### config.mk
export PLATFORM = sky130hd
export DESIGN_NAME = alarma_multizona
export DESIGN_NICKNAME = d
export VERILOG_FILES = /design/src/rtl/alarma_multizona.sv
export SDC_FILE = /design/constraint.sdc
export NUM_CORES = 1
export LEC_CHECK = 0
export ABC_AREA = 1
export BUFFER_PORTS_ARGS = -buffer_cell sky130_fd_sc_hd__buf_2
export CORE_MARGIN = 1.5
export CORE_UTILIZATION = 55
export CTS_CLUSTER_DIAMETER = 40
export DETAILED_ROUTE_END_ITERATION = 12
export PLACE_DENSITY = 0.8
export SETUP_SLACK_MARGIN = 0.5
export SYNTH_ARGS = -nofsm -noshare
export SYNTH_HDL_FRONTEND = slang
export SYNTH_SLANG_ARGS = --single-unit
### constraint.sdc
create_clock -name clock_i -period 3.55 [get_ports clock_i]
set_clock_uncertainty 0.15 [all_clocks]
set_input_delay 0.1775 -clock clock_i [delete_from_list [all_inputs] [get_ports clock_i]]
set_output_delay 0.1775 -clock clock_i [all_outputs]
set_load 0.05 [all_outputs]
### src/rtl/alarma_multizona.sv
`default_nettype none
// ============================================================================
// Module   : alarma_multizona
// Brief    : N-zone intruder alarm controller with exit/entry delays, timed
//            siren and lockout; latches triggering zones and counts alarms.
// Revision : 1.0 - initial release
// ============================================================================
module alarma_multizona #(
    parameter int N_ZONAS    = 4,
    parameter int ANCHO_CONT = 8,
    parameter int T_SALIDA   = 29,
    parameter int T_ENTRADA  = 15,
    parameter int T_SIRENA   = 63,
    parameter int ANCHO_EV   = 4
) (
    input  logic                clock_i,
    input  logic                reset_i,
    input  logic                inicio_i,
    input  logic [N_ZONAS-1:0]  intruso_i,
    input  logic [N_ZONAS-1:0]  zona_hab_i,
    input  logic [N_ZONAS-1:0]  zona_inm_i,
    output logic                sirena_o,
    output logic                aviso_o,
    output logic                armada_o,
    output logic [N_ZONAS-1:0]  zona_disparo_o,
    output logic [ANCHO_EV-1:0] n_alarmas_o,
    output logic [2:0]          estado_o
);

    localparam logic [2:0] c_INICIAL   = 3'd0;
    localparam logic [2:0] c_ESPERA    = 3'd1;
    localparam logic [2:0] c_ACTIVADA  = 3'd2;
    localparam logic [2:0] c_PREALARMA = 3'd3;
    localparam logic [2:0] c_ALARMA    = 3'd4;
    localparam logic [2:0] c_BLOQUEO   = 3'd5;

    localparam int                  c_T_MAX   = (1 << ANCHO_CONT) - 1;
    localparam logic [ANCHO_CONT-1:0] c_T_SAL = ANCHO_CONT'(T_SALIDA);
    localparam logic [ANCHO_CONT-1:0] c_T_ENT = ANCHO_CONT'(T_ENTRADA);
    localparam logic [ANCHO_CONT-1:0] c_T_SIR = ANCHO_CONT'(T_SIRENA);
    localparam logic [ANCHO_EV-1:0]   c_EV_MAX = {ANCHO_EV{1'b1}};

    generate
        if (T_SALIDA > c_T_MAX || T_ENTRADA > c_T_MAX || T_SIRENA > c_T_MAX) begin : g_chk_tiempos
            $error("alarma_multizona: a T_* delay does not fit in ANCHO_CONT bits");
        end
    endgenerate

    logic [2:0]            state_q, state_d;
    logic [ANCHO_CONT-1:0] cnt_q, cnt_d;
    logic [N_ZONAS-1:0]    zd_q, zd_d;
    logic [ANCHO_EV-1:0]   nal_q, nal_d;
    logic                  sirena_q, sirena_d;
    logic                  aviso_q, aviso_d;
    logic                  armada_q, armada_d;

    logic [N_ZONAS-1:0] w_act;
    logic               w_disp;
    logic               w_inm;
    logic               w_cuenta;
    logic               w_registra;

    assign w_act  = intruso_i & zona_hab_i;
    assign w_disp = |w_act;
    assign w_inm  = |(w_act & zona_inm_i);

    // State register
    always_ff @(posedge clock_i) begin
        if (reset_i) begin
            state_q <= c_INICIAL;
        end else begin
            state_q <= state_d;
        end
    end

    // Next-state logic; disarm overrides every other transition
    always_comb begin
        state_d = state_q;
        if (!inicio_i) begin
            state_d = c_INICIAL;
        end else begin
            case (state_q)
                c_INICIAL:   state_d = c_ESPERA;
                c_ESPERA:    if (cnt_q == c_T_SAL) state_d = c_ACTIVADA;
                c_ACTIVADA: begin
                    if (w_inm)       state_d = c_ALARMA;
                    else if (w_disp) state_d = c_PREALARMA;
                end
                c_PREALARMA: if (w_inm || cnt_q == c_T_ENT) state_d = c_ALARMA;
                c_ALARMA:    if (cnt_q == c_T_SIR) state_d = w_disp ? c_BLOQUEO : c_ACTIVADA;
                c_BLOQUEO:   if (!w_disp) state_d = c_ACTIVADA;
                default:     state_d = c_INICIAL;
            endcase
        end
    end

    // Output logic, computed from the next state so registered outputs track estado
    always_comb begin
        sirena_d = (state_d == c_ALARMA);
        aviso_d  = (state_d == c_PREALARMA);
        armada_d = (state_d == c_ACTIVADA) || (state_d == c_PREALARMA) ||
                   (state_d == c_ALARMA)   || (state_d == c_BLOQUEO);
    end

    assign w_cuenta   = (state_q == c_ESPERA) || (state_q == c_PREALARMA) || (state_q == c_ALARMA);
    assign w_registra = (state_q == c_ACTIVADA) || (state_q == c_PREALARMA) || (state_q == c_ALARMA);

    always_comb begin
        cnt_d = '0;
        if (state_d == state_q && w_cuenta) begin
            cnt_d = cnt_q + ANCHO_CONT'(1);
        end

        zd_d  = zd_q;
        nal_d = nal_q;
        if (state_q == c_INICIAL && state_d == c_ESPERA) begin
            zd_d  = '0;
            nal_d = '0;
        end else begin
            if (w_registra) begin
                zd_d = zd_q | w_act;
            end
            if (state_d == c_ALARMA && state_q != c_ALARMA && nal_q != c_EV_MAX) begin
                nal_d = nal_q + ANCHO_EV'(1);
            end
        end
    end

    always_ff @(posedge clock_i) begin
        if (reset_i) begin
            cnt_q    <= '0;
            zd_q     <= '0;
            nal_q    <= '0;
            sirena_q <= 1'b0;
            aviso_q  <= 1'b0;
            armada_q <= 1'b0;
        end else begin
            cnt_q    <= cnt_d;
            zd_q     <= zd_d;
            nal_q    <= nal_d;
            sirena_q <= sirena_d;
            aviso_q  <= aviso_d;
            armada_q <= armada_d;
        end
    end

    assign sirena_o       = sirena_q;
    assign aviso_o        = aviso_q;
    assign armada_o       = armada_q;
    assign zona_disparo_o = zd_q;
    assign n_alarmas_o    = nal_q;
    assign estado_o       = state_q;

endmodule
`default_nettype wire

==> results.sh, run 1 <==
export IMPL_outcome="finished, violations left"
export IMPL_violations="negative hold slack"
export IMPL_p_per_area_mw_per_mm2=345
export IMPL_dieArea_mm2=0.00236
export IMPL_final_setup_tns_ns=0
export IMPL_via_per_inst=5.11
export IMPL_die_h_um=48.6
export IMPL_maxSlewHeadroom_pct=78.5
export IMPL_cp_required_ns=3.61
export IMPL_clock_sinks=22
export IMPL_syn_area_per_cell_um2=6.73
export IMPL_syn2layout_area_growth_pct=21.6
export IMPL_drtPass1Iterations=4
export IMPL_leakage_nw=0.662
export IMPL_post_cts_resized=0
export IMPL_placedCellCount=225
export IMPL_slowest_stage="dlygate4sd3_1"
export IMPL_numPortBuffers=28
export IMPL_max_cap_viol_count=0
export IMPL_drive_gt1_share_pct=21.1
export IMPL_holdWs_ns=-0.00380
export IMPL_htreeDepth=1
export IMPL_netlist_top_cells_count="nand2_1 (38), nor2_1 (36), dfxtp_1 (22), nand3_1 (22), inv_1 (18)"
export IMPL_dp_hpwl_mm=1.84
export IMPL_diodes=0
export IMPL_ir_worst_vdd_mv=0.344
export IMPL_power_internal_mw=0.376
export IMPL_placementRows=16
export IMPL_synth_async_reset_ratio_pct=0
export IMPL_cp_end_kind="flop"
export IMPL_hold_class="input pin to flop"
export IMPL_vias=1180
export IMPL_grt_pass1_vias=1079
export IMPL_grt_use_total_pct=22.6
export IMPL_switchingPower_mw=0.104
export IMPL_synth_top_area_cell="dfxtp_1"
export IMPL_r2r_start="cnt_q[0]"
export IMPL_boundaryPins=29
export IMPL_synth_edf_count=0
export IMPL_initial_utilization_pct=58.3
export IMPL_syn_nets=188
export IMPL_coreArea_mm2=0.00196
export IMPL_fin_crit_ns=1.98
export IMPL_grt_max_degree=14
export IMPL_ant_nets=0
export IMPL_setup_viol=0
export IMPL_synthTopCellsByArea="dfxtp_1 (39%), nand2_1 (12%), nor2_1 (12%)"
export IMPL_ys_seq_area_share_pct=38.5
export IMPL_instances_no_fill=231
export IMPL_postCtsSetupBuffers=0
export IMPL_postCtsHoldBufs=2
export IMPL_rrSetupSlack_ns=1.58
export IMPL_worst_pin_slew_ns=0.320
export IMPL_p_sw_share_pct=21.6
export IMPL_die_w_um=48.6
export IMPL_finalHoldViolations=2
export IMPL_clockRootBuffer="clkbuf_4"
export IMPL_first_iter_violations=38
export IMPL_place_area_mm2=0.00132
export IMPL_max_stage_delay_ns=0.54
export IMPL_cts_max_path_buffers=2
export IMPL_crit_path_frequent_cell="nor2_1"
export IMPL_period_share_pct=55.9
export IMPL_crit_family="simple AND/OR/NAND/NOR gates"
export IMPL_reg2regPathDepth=11
export IMPL_ys_flop_type="dfxtp_1"
export IMPL_routed_wirelength_mm=2.38
export IMPL_pwr_share_clk_pct=40.1
export IMPL_final_core_util_pct=70.9
export IMPL_route_detailed_drc=0
export IMPL_cts_made_buffers=3
export IMPL_rsz0062_at_grt="no"
export IMPL_antenna_found_initial=0
export IMPL_path_max_fanout=8
export IMPL_path_cells="dlygate4sd3_1 > buf_2 > nand3_1 > nand2_1 > nor2_1 > nor2_1 > nor2_1 > nand3_2 > nand2_2 > nand2_1 > nand2_1 > nor2_2 > nand2_2 > nor2_1"
export IMPL_cp_depth=14
export IMPL_ys_types=21
export IMPL_grt_pass1_wl_mm=4.32
export IMPL_path_buf_inv=2
export IMPL_layout_nets=223
export IMPL_start_kind="input pin"
export IMPL_yosys_warnings=0
export IMPL_synth_most_common_cell="nand2_1"
export IMPL_power_frac_seq_pct=52.2
export IMPL_clk_latency_ns=0.31
export IMPL_timing_rr_end="cnt_q[5]"
export IMPL_post_synth_top_area_fraction_pct=38.5
export IMPL_path_clk_slew_ns=0.12
export IMPL_timing_fmax_mhz=504
export IMPL_comb_power_share_pct=7.8
export IMPL_tritoncts="built"
export IMPL_slew_viol_final=0
export IMPL_synthesis_instances=170
export IMPL_endpoint="cnt_q[5]"
export IMPL_crit_start="intruso_i[1]"
export IMPL_netlist_area_mm2=0.00114
export IMPL_gp_congestion=0.795
export IMPL_wire_per_inst_um=10.3
export IMPL_path_class="input pin to flop"
export IMPL_design_area_mm2=0.00139
export IMPL_grt_overflow_total=0
export IMPL_ys_seq_elements=22
export IMPL_crit_arrival_ns=2.05
registers in the layout, summed over array words and instances (netlist names):
signal          cells
armada_o            1
aviso_o             1
cnt_q               8
estado_o            3
n_alarmas_o         4
sirena_o            1
zona_disparo_o      4
stage by stage:
stage	setup slack [ns]	hold WS, ns	power [mW]
2_1_floorplan	1.52	0.0966	0.274
3_3_place_gp	1.72	0.264	0.289
3_5_place_dp	1.62	0.266	0.290
4_1_cts	1.57	0.000547	0.480
5_1_grt	1.34	0.0104	0.497
6_report	1.57	-0.00380	0.479
logic make-up after synthesis:
group                    Yosys count  synth area share [%]
adder cells (fa/ha/maj)            3                  3.28
XOR/XNOR                           6                  4.60
buffers and inverters             20                  6.56
AND/OR/NAND/NOR                  111                  43.1
AO/OA/AOI/OAI                      8                  3.94
flip-flops                        22                  38.5
area by class of cell:
| cell class | count | area (µm²) |
|---|---|---|
| fill | 182 | 572 |
| timing repair buffer | 30 | 160 |
| inverter | 20 | 75.1 |
| sequential | 22 | 440 |
| clock buffer | 3 | 22.5 |
| clock inverter | 1 | 30.0 |
| multi-input combinational | 128 | 628 |
| tap | 27 | 33.8 |
worst reg2reg max path, stage by stage, from the launching register on:
cell	delay [ns]
dfxtp_1	0.40
ha_1	0.19
nand3_1	0.15
nor2_1	0.19
nand2_1	0.10
nand3_1	0.10
nand4_1	0.13
nand2_1	0.15
nand2_1	0.07
nand2_1	0.07
nand2_2	0.12
nor2_1	0.11
cells in the final DEF (no fill, tap or decap), drive strengths merged, types with 2 or more instances in the layout:
cell type    netlist  layout
nand3             23      23
dlygate4sd3        0       2
nand4              3       3
ha                 3       3
xnor2              2       2
dfxtp             22      22
nor2              39      39
clkbuf             0       3
o21ai              3       3
a31oi              4       4
nor3               2       2
buf                0      28
xor2               4       4
nand2             42      42
inv               20      20
how the worst min path moves through the flow:
| stage | startpoint | endpoint | slack, ns | cells past startpoint |
|---|---|---|---|---|
| floorplan | reset_i | armada_o | 0.1 | 1 |
| global placement | reset_i | armada_o | 0.26 | 2 |
| detailed placement | reset_i | armada_o | 0.27 | 2 |
| CTS | zona_hab_i[1] | zona_disparo_o[1] | 0.0005 | 3 |
| global route | zona_hab_i[0] | zona_disparo_o[0] | 0.01 | 3 |
| finish | zona_hab_i[1] | zona_disparo_o[1] | -0.004 | 3 |
per-layer routing:
metal	routed length, µm	up-vias	track usage [%]
li1	-	611	-
met1	1060	530	30.1
met2	1190	36	36.8
met3	112	3	3.09
met4	17	0	9.52
met5	0	-	0
power by group through the flow:
stage               logic (mW)  registers (mW)  clock network, mW
floorplan               0.0168           0.258                  0
detailed placement      0.0347           0.256                  0
global placement        0.0337           0.256                  0
CTS                     0.0371           0.250              0.193
global route            0.0421           0.250              0.205
finish                  0.0373           0.250              0.192
No activity file was read; power rests on OpenSTA's default activity.
==> run 2, diff against run 1 <==
--- a/config.mk
+++ b/config.mk
@@ -8,10 +8,10 @@
 export ABC_AREA = 1
 export BUFFER_PORTS_ARGS = -buffer_cell sky130_fd_sc_hd__buf_2
 export CORE_MARGIN = 1.5
-export CORE_UTILIZATION = 55
+export CORE_UTILIZATION = 46
 export CTS_CLUSTER_DIAMETER = 40
 export DETAILED_ROUTE_END_ITERATION = 12
-export PLACE_DENSITY = 0.8
+export PLACE_DENSITY = 0.71
 export SETUP_SLACK_MARGIN = 0.5
 export SYNTH_ARGS = -nofsm -noshare
 export SYNTH_HDL_FRONTEND = slang
==> constraint.sdc (replaced) <==
create_clock -name clock_i -period 1.8 [get_ports clock_i]
set_clock_uncertainty 0.15 [all_clocks]
set_input_delay 0.09 -clock clock_i [delete_from_list [all_inputs] [get_ports clock_i]]
set_output_delay 0.09 -clock clock_i [all_outputs]
set_load 0.05 [all_outputs]
==> run 2 against run 1 <==
Sequential share of layout area is 4.4 points lower; hold slack better by 0.066 ns; count of clock-buffer cells in the layout unchanged; final cell count up 9.5%; worst setup slack got worse by 1.6 ns; the flow now finishes without violations; largest cell class unchanged; routed wire length up 24%; via count up 7.5%; utilization rose by 3.4 points.
==> results.sh, run 2 (synthesis gave the netlist of run 1 again) <==
export IMPL_leakage_nw=0.761
export IMPL_initial_utilization_pct=50.2
export IMPL_route_detailed_drc=0
export IMPL_diodes=0
export IMPL_boundaryPins=29
export IMPL_maxSlewHeadroom_pct=76.2
export IMPL_rsz0062_at_grt="yes"
export IMPL_layout_nets=244
export IMPL_max_stage_delay_ns=0.38
export IMPL_period_share_pct=99.6
export IMPL_fin_crit_ns=1.79
export IMPL_die_w_um=52.9
export IMPL_hold_start="reset_i"
export IMPL_hold_class="input pin to flop"
export IMPL_path_cells="ha_4 > nand3_4 > inv_4 > nand3_4 > nand2_2 > nand2_2 > nand3_4 > nand2_4 > nand2_2 > nand2_2 > nor2_2 > nand2_2 > nor2_1"
export IMPL_path_max_fanout=8
export IMPL_die_h_um=52.9
export IMPL_worst_pin_slew_ns=0.356
export IMPL_syn2layout_area_growth_pct=47.8
export IMPL_cts_max_path_buffers=2
export IMPL_slew_viol_final=0
export IMPL_mostFrequentLayoutCell="nor2_1"
export IMPL_max_cap_viol_count=0
export IMPL_grt_use_total_pct=21.9
export IMPL_wire_per_inst_um=11.7
export IMPL_whs_path_depth=4
export IMPL_gp_congestion=0.803
export IMPL_layout_common_cells="nor2_1 (30), nand2_1 (29), buf_2 (28)"
export IMPL_r2r_start="cnt_q[1]"
export IMPL_place_area_mm2=0.00140
export IMPL_cp_required_ns=1.90
export IMPL_ant_nets=0
export IMPL_finalHoldViolations=0
export IMPL_clockRootBuffer="clkbuf_4"
export IMPL_design_area_mm2=0.00169
export IMPL_coreArea_mm2=0.00228
export IMPL_largest_register_ffs=8
export IMPL_grt_overflow_total=0
export IMPL_rrSetupSlack_ns=0.007
export IMPL_grt_pass1_vias=1126
export IMPL_cp_end_kind="flop"
export IMPL_final_setup_tns_ns=0
export IMPL_setup_viol=0
export IMPL_ir_worst_vdd_mv=0.506
export IMPL_grt_pass1_wl_mm=4.52
export IMPL_start_kind="flop"
export IMPL_grt_max_degree=13
export IMPL_clk_latency_ns=0.31
export IMPL_placementRows=17
export IMPL_hold_path_end="zona_disparo_o[0]"
export IMPL_vias=1269
export IMPL_drive_gt1_share_pct=36.9
export IMPL_crit_path_frequent_cell="nand2_2"
export IMPL_antenna_found_initial=0
export IMPL_largest_register="cnt_q"
export IMPL_slowest_stage="dfxtp_2"
export IMPL_dieArea_mm2=0.00279
export IMPL_tritoncts="built"
export IMPL_timing_rr_end="cnt_q[3]"
export IMPL_timing_fmax_mhz=558
export IMPL_path_buf_inv=1
export IMPL_crit_family="simple AND/OR/NAND/NOR gates"
export IMPL_htreeDepth=1
export IMPL_clock_sinks=22
export IMPL_crit_arrival_ns=1.90
export IMPL_path_clk_slew_ns=0.13
export IMPL_numPortBuffers=28
export IMPL_path_class="flop to flop"
export IMPL_cts_made_buffers=3
export IMPL_p_per_area_mw_per_mm2=484
export IMPL_reg2regPathDepth=13
export IMPL_routed_wirelength_mm=2.96
export IMPL_via_per_inst=5.02
export IMPL_dp_hpwl_mm=2.01
export IMPL_drtPass1Iterations=4
export IMPL_outcome="completed"
export IMPL_first_iter_violations=37
-- run 2: changes by cell type in the layout (fill, tap and decap cells not counted), moves of 4 or more --
cell           previous run  this run
nand2_2                   4        10
nor2_1                   36        30
nand2_1                  38        29
buf_4                     0        12
dfxtp_1                  22        14
dfxtp_4                   0         4
dlygate4sd3_1             2        10
nor2_2                    2         6
dfxtp_2                   0         4
-- run 2: power breakdown --
group          internal (mW)  switching (mW)  total (mW)
Clock                 0.0810           0.151       0.232
Combinational         0.0430          0.0526      0.0956
Sequential             0.484         0.00523       0.490
-- run 2: tightest hold or removal path, stage by stage --
cell	delay [ns]
buf_2	0.09
inv_1	0.05
nand2_1	0.19
nor2_1	0.07
-- run 2: layout make-up --
class	instances	area [µm²]
Clock inverter	1	3.75
Multi-Input combinational cell	128	747
Tap cell	28	35.0
Clock buffer	3	22.5
Sequential cell	22	460
Inverter	20	80.1
Fill cell	181	586
Timing Repair Buffer	51	342
-- run 2: how the worst max path moves through the flow --
| stage | to | cells after the start | slack (ns) | from |
|---|---|---|---|---|
| after floorplan | cnt_q[0] | 13 | 0.19 | estado_o[2] |
| after global placement | n_alarmas_o[2] | 12 | 0.08 | cnt_q[0] |
| after detailed placement | n_alarmas_o[1] | 12 | 0.03 | cnt_q[0] |
| after CTS | cnt_q[2] | 13 | 0.04 | cnt_q[0] |
| after global routing | cnt_q[1] | 13 | -0.09 | cnt_q[1] |
| final | cnt_q[3] | 13 | 0.007 | cnt_q[1] |
-- run 2: what timing repair did --
action | CTS | global route
gates resized for setup | 7 | 19
setup endpoints to repair | 22 | 22
pin swaps | 9 | 15
hold endpoints to repair | 10 | 0
setup buffers | 6 | 4
hold buffers | 10 | 0
-- run 2: metal layers --
layer	part of all wire (%)	vias to the layer above	track usage, %
li1	-	655	-
met1	45	569	26.1
met2	50	38	39.4
met3	4.1	7	2.54
met4	1.4	0	8.97
met5	0	-	0
-- run 2: per-stage QoR --
stage | utilization [%] | hold slack (ns) | worst slack [ns] | total power [mW] | std cells
floorplan | - | 0.00270 | 0.194 | 0.539 | 170
global placement | 61.5 | 0.165 | 0.0795 | 0.571 | 229
detailed placement | 61.5 | 0.164 | 0.0334 | 0.573 | 229
CTS | 70.1 | 0.0572 | 0.0358 | 0.813 | 249
global route | 74.3 | 0.112 | -0.0905 | 0.844 | 253
finish | 74.3 | 0.0626 | 0.00668 | 0.817 | 253
